**config.mk**
```make
export PLATFORM = sky130hd
export DESIGN_NAME = mux_rr_arbiter
export DESIGN_NICKNAME = d
export VERILOG_FILES = /design/src/rtl/mux_arb_pkg.sv /design/src/rtl/mux_rr_arbiter_rr_pick.sv /design/src/rtl/mux_rr_arbiter.sv
export SDC_FILE = /design/constraint.sdc
export NUM_CORES = 1
export LEC_CHECK = 0
export BUFFER_PORTS_ARGS = -buffer_cell sky130_fd_sc_hd__buf_2
export CAP_MARGIN = 30
export CORE_UTILIZATION = 51
export CTS_BUF_LIST = sky130_fd_sc_hd__clkbuf_2 sky130_fd_sc_hd__clkbuf_4 sky130_fd_sc_hd__clkbuf_8
export CTS_CLUSTER_DIAMETER = 60
export DETAILED_ROUTE_END_ITERATION = 16
export PLACE_DENSITY = 0.82
export SLEW_MARGIN = 40
export SYNTH_ARGS = -nofsm -noshare
export SYNTH_HDL_FRONTEND = slang
export SYNTH_SLANG_ARGS = --single-unit
```
**constraint.sdc**
```tcl
create_clock -name clk -period 3.21 [get_ports clk]
set_input_delay 0.642 -clock clk [delete_from_list [all_inputs] [get_ports clk]]
set_output_delay 0.642 -clock clk [all_outputs]
set_load 0.02 [all_outputs]
```
**src/rtl/mux_arb_pkg.sv**
```systemverilog
// Types and helper functions for the round-robin datapath arbiter.
package mux_arb_pkg;

    typedef enum logic {IDLE = 1'b0, BUSY = 1'b1} state_t;

    localparam int MAX_N  = 16;
    localparam int MAX_PW = 4;

    typedef struct packed {
        logic              found;
        logic [MAX_PW-1:0] idx;
    } pick_t;

    function automatic logic [MAX_N-1:0] onehot(input logic [MAX_PW-1:0] idx);
        logic [MAX_N-1:0] v;
        v = '0;
        v[idx] = 1'b1;
        return v;
    endfunction

    // First set bit scanning ptr, ptr+1, ... wrapping at n (n may be non-power-of-2).
    function automatic pick_t rr_select(input logic [MAX_N-1:0] req,
                                        input logic [MAX_PW-1:0] ptr,
                                        input int n);
        pick_t p;
        int    k;
        p = '0;
        for (int i = 0; i < MAX_N; i++) begin
            if (i < n && !p.found) begin
                k = int'(ptr) + i;
                if (k >= n) k = k - n;
                if (req[k[MAX_PW-1:0]]) begin
                    p.found = 1'b1;
                    p.idx   = k[MAX_PW-1:0];
                end
            end
        end
        return p;
    endfunction

endpackage

```
**src/rtl/mux_rr_arbiter_rr_pick.sv**
```systemverilog
// Combinational round-robin winner selection starting at ptr.
module rr_pick
    import mux_arb_pkg::*;
#(
    parameter int N = 4,
    localparam int PW = $clog2(N)
) (
    input  logic [N-1:0]  req,
    input  logic [PW-1:0] ptr,
    output logic [PW-1:0] winner,
    output logic          found
);

    pick_t pick;

    always_comb begin
        pick   = rr_select(MAX_N'(req), MAX_PW'(ptr), N);
        winner = PW'(pick.idx);
        found  = pick.found;
    end

endmodule

```
**src/rtl/mux_rr_arbiter.sv**
```systemverilog
// N:1 round-robin arbiter with packet lock feeding a single registered output beat.
module mux_rr_arbiter
    import mux_arb_pkg::*;
#(
    parameter int N = 4,
    parameter int W = 8,
    localparam int PW = $clog2(N)
) (
    input  logic           clk,
    input  logic           clrn,
    input  logic [N-1:0]   req,
    input  logic [N-1:0]   last,
    input  logic [N*W-1:0] data,
    output logic [N-1:0]   ack,
    output logic           out_valid,
    output logic [W-1:0]   out_data,
    output logic           out_last,
    input  logic           out_ready,
    output logic [N-1:0]   grant,
    output logic           busy
);

    state_t          state, state_nxt;
    logic [PW-1:0]   ptr;
    logic [PW-1:0]   own;
    logic [PW-1:0]   winner;
    logic            found;
    logic            free;
    logic            acc;
    logic [PW-1:0]   acc_idx;
    logic [W-1:0]    acc_data;
    logic            acc_last;

    function automatic logic [PW-1:0] inc_wrap(input logic [PW-1:0] i);
        return (int'(i) == N - 1) ? '0 : i + 1'b1;
    endfunction

    rr_pick #(.N(N)) u_pick (
        .req    (req),
        .ptr    (ptr),
        .winner (winner),
        .found  (found)
    );

    assign free     = !out_valid || out_ready;
    assign acc_data = data[int'(acc_idx)*W +: W];
    assign acc_last = last[acc_idx];

    always_ff @(posedge clk) begin
        if (!clrn) state <= IDLE;
        else       state <= state_nxt;
    end

    always_comb begin
        state_nxt = state;
        case (state)
            IDLE: if (acc && !acc_last) state_nxt = BUSY;
            BUSY: if (acc && acc_last)  state_nxt = IDLE;
            default: state_nxt = IDLE;
        endcase
    end

    // While locked only the owner may be accepted; others are invisible.
    always_comb begin
        ack     = '0;
        acc     = 1'b0;
        acc_idx = winner;
        if (clrn && free) begin
            case (state)
                IDLE: acc = found;
                BUSY: begin
                    acc_idx = own;
                    acc     = req[own];
                end
                default: acc = 1'b0;
            endcase
        end
        if (acc) ack[acc_idx] = 1'b1;
    end

    always_ff @(posedge clk) begin
        if (!clrn) begin
            ptr   <= '0;
            own   <= '0;
            grant <= '0;
            busy  <= 1'b0;
        end else if (acc) begin
            if (acc_last) begin
                ptr   <= inc_wrap(acc_idx);
                grant <= '0;
                busy  <= 1'b0;
            end else if (state == IDLE) begin
                own   <= acc_idx;
                grant <= N'(onehot(MAX_PW'(acc_idx)));
                busy  <= 1'b1;
            end
        end
    end

    // Output beat: load on accept, drop valid when drained with nothing new, hold on stall.
    always_ff @(posedge clk) begin
        if (!clrn) begin
            out_valid <= 1'b0;
            out_data  <= '0;
            out_last  <= 1'b0;
        end else if (free) begin
            out_valid <= acc;
            if (acc) begin
                out_data <= acc_data;
                out_last <= acc_last;
            end
        end
    end

endmodule

```
==> flow_summary.ini <==
[outcome]
status = finished clean

[cts]
cts_max_level = 1
path_clk_slew_ps = 120
cts_tree = done
cts.sinks = 20
clock_latency_ps = 310
cts_root_buf = clkbuf_4
numCtsBuffers = 3
clk_path_buf_depth = 2
cts_hold_buf = 0

[detailed_routing]
dr.pass1.iters = 4
antenna_left = 0
drc = 0
vias = 1746
vias_per_cell = 5.69
drtIter0Drc = 107
wl_per_cell_um = 14.3
wirelength_mm = 4.39

[setup_path]
cp.required_ps = 2570
path_max_fanout = 9
arrival_ps = 2450
cpMaxStageDelayCell = dfxtp_1
cp.buffers_inverters = 4
crit_chain = inv_1 > ha_4 > mux4_2 > nand2_2 > o22a_1 > a31o_4 > clkinv_4 > ha_1 > inv_1 > nor2_1 > buf_2
critPathCaptureType = output port
path_common_cell = inv_1
critPathLaunchType = flip-flop
worst-setup-path-type = flip-flop to output port
max_stage_delay_ps = 350
cp_top_family = adder cells

[logic_synthesis]
yosys.area.top_type = dfxtp_1
ys.flop_type = dfxtp_1
avgSynthCellArea_um2 = 8.54
netlist_area_um2 = 1690
yosysWarnings = 0
synth-edff-count = 0
synthTopCellsByCount = 31 x nand2_1, 20 x dfxtp_1, 11 x inv_1, 10 x a21boi_1
syn_nets = 249
yosysMostFrequentCell = nand2_1
syn_inst = 198
synthArstFlopShare = 0
ys_types = 52
synth_top_area_frac = 0.237
synth-seq-cells = 20
synth_area_leaders = dfxtp_1 24%, nand2_1 6.9%, ha_1 5.9%
yosysSeqAreaShare = 0.237

[timing]
setup_violations = 0
max_freq_mhz = 323
whs_ps = 460
layout_min_cycle_time_ps = 3100
skew_ps = 14.7
rsz0062_at_grt = false
maxSlewViolCount = 0
timing.final.crit_share = 0.964
hold_viol = 0
setup_tns_ps = 0
tightest_slew_ps = 452
slew_headroom = 0.699

[die]
die_h_um = 59.6
ios = 62
die_w_um = 59.6
rows = 20
coreArea_um2 = 3100
start_util = 0.545
dieArea_um2 = 3550

[placement]
gp_congestion = 0.893
hpwl_mm = 3.30
port_buffers = 61

[global_routing]
antenna_found_initial = 0
grt_pass1_wl_mm = 6.82
grt-ovfl-total = 0
grt_max_degree = 20
track_usage = 0.250
grt_pass1_vias = 1521

[final_layout]
final_net_count = 315
area_delta_synth_final_pct = 27.4
n_antenna_cell = 0
drive_above_1_share = 0.369

[hold_path]
hold_class = flip-flop to flip-flop

[power]
vdd.ir_drop.worst_uv = 352
leakagePower_nw = 1.01
power.density_nw_per_um2 = 664

[job]
cap_viol_max_count = 0
per-layer routing:
layer / vias up / global-route usage / wire (um) / share of wire
met5: - / 0 / 0 / 0
met2: 75 / 0.403 / 2040 / 0.46
li1: 862 / - / - / -
met3: 11 / 0.0240 / 289 / 0.066
met1: 798 / 0.354 / 1990 / 0.45
met4: 0 / 0.0731 / 75 / 0.017
sequential cells by signal, indices dropped and copies added (netlist names), named ones only:
register	count
busy	1
out_valid	1
ptr	2
out_last	1
grant	4
out_data	8
own	2
power breakdown:
part	total (mW)	switching (mW)	internal (mW)	leakage, nW
registers	0.336	0.0332	0.302	0.164
logic	0.891	0.517	0.374	0.822
clock network	0.205	0.0786	0.126	0.0279
total	1.43	0.629	0.803	1.01
worst register-to-register path, cell delays in order (launching register included):
cell      delay [ps]
dfxtp_1          350
buf_6            160
ha_1             180
nand2b_4         150
a21boi_1          80
o311ai_2         300
o21a_2           280
clkinv_2         120
buf_4            220
a211oi_4         320
o211ai_2         170
o32ai_1          250
final cells by class:
| cell class | count | area, um2 |
|---|---|---|
| fill | 271 | 947 |
| multi-input combinational | 151 | 1180 |
| inverter | 13 | 55.1 |
| timing repair buffer | 75 | 414 |
| clock buffer | 3 | 22.5 |
| tap | 44 | 55.1 |
| sequential | 20 | 400 |
| clock inverter | 1 | 30.0 |
through the flow:
stage / cells / cell area [um2] / utilization / power (mW) / setup WS (ps)
after global placement: 299 / 2050 / 0.659 / 1.15 / 200
after detailed placement: 299 / 2050 / 0.659 / 1.16 / 152
after floorplan: 198 / 1690 / - / 0.959 / 92.2
after CTS: 303 / 2110 / 0.680 / 1.38 / 41.3
final: 307 / 2160 / 0.695 / 1.43 / 114
after global routing: 307 / 2160 / 0.695 / 1.54 / 4.06
worst paths after layout:
| check | from | to | slack (ps) | cells after the start |
|---|---|---|---|---|
| setup / recovery | ptr[0] | ack[3] | 110 | 11 |
| hold / removal | out_data[5] | out_data[5] | 460 | 2 |
| setup reg to reg | ptr[0] | grant[2] | 550 | 11 |
| hold reg to reg | out_data[5] | out_data[5] | 460 | 2 |
kinds of logic after synthesis:
group,count (synthesis),share of synthesized area
AO/OA/AOI/OAI,74,0.389
adder cells (fa/ha/maj),8,0.0592
multiplexers,8,0.0658
buffers and inverters,27,0.0806
AND/OR/NAND/NOR,61,0.169
flip-flops,20,0.237
cell usage in the layout, fill, tap and decap left out, drive strengths merged, types with 4 or more instances in the layout:
cell type / count
buf: 75
nand2: 31
dfxtp: 20
a21boi: 12
inv: 11
o211a: 11
a211oi: 11
nor2: 9
a311o: 8
ha: 8
o21ai: 7
nand2b: 6
o211ai: 6
mux2i: 4
a21oi: 4
o32ai: 4
what timing repair did:
item | 4_1_cts | 5_1_grt
pin swaps | 0 | 1
setup buffers | 0 | 4
setup endpoints to repair | 2 | 4
resized for setup | 1 | 4
Note: power is estimated with default switching activity, not from simulation.
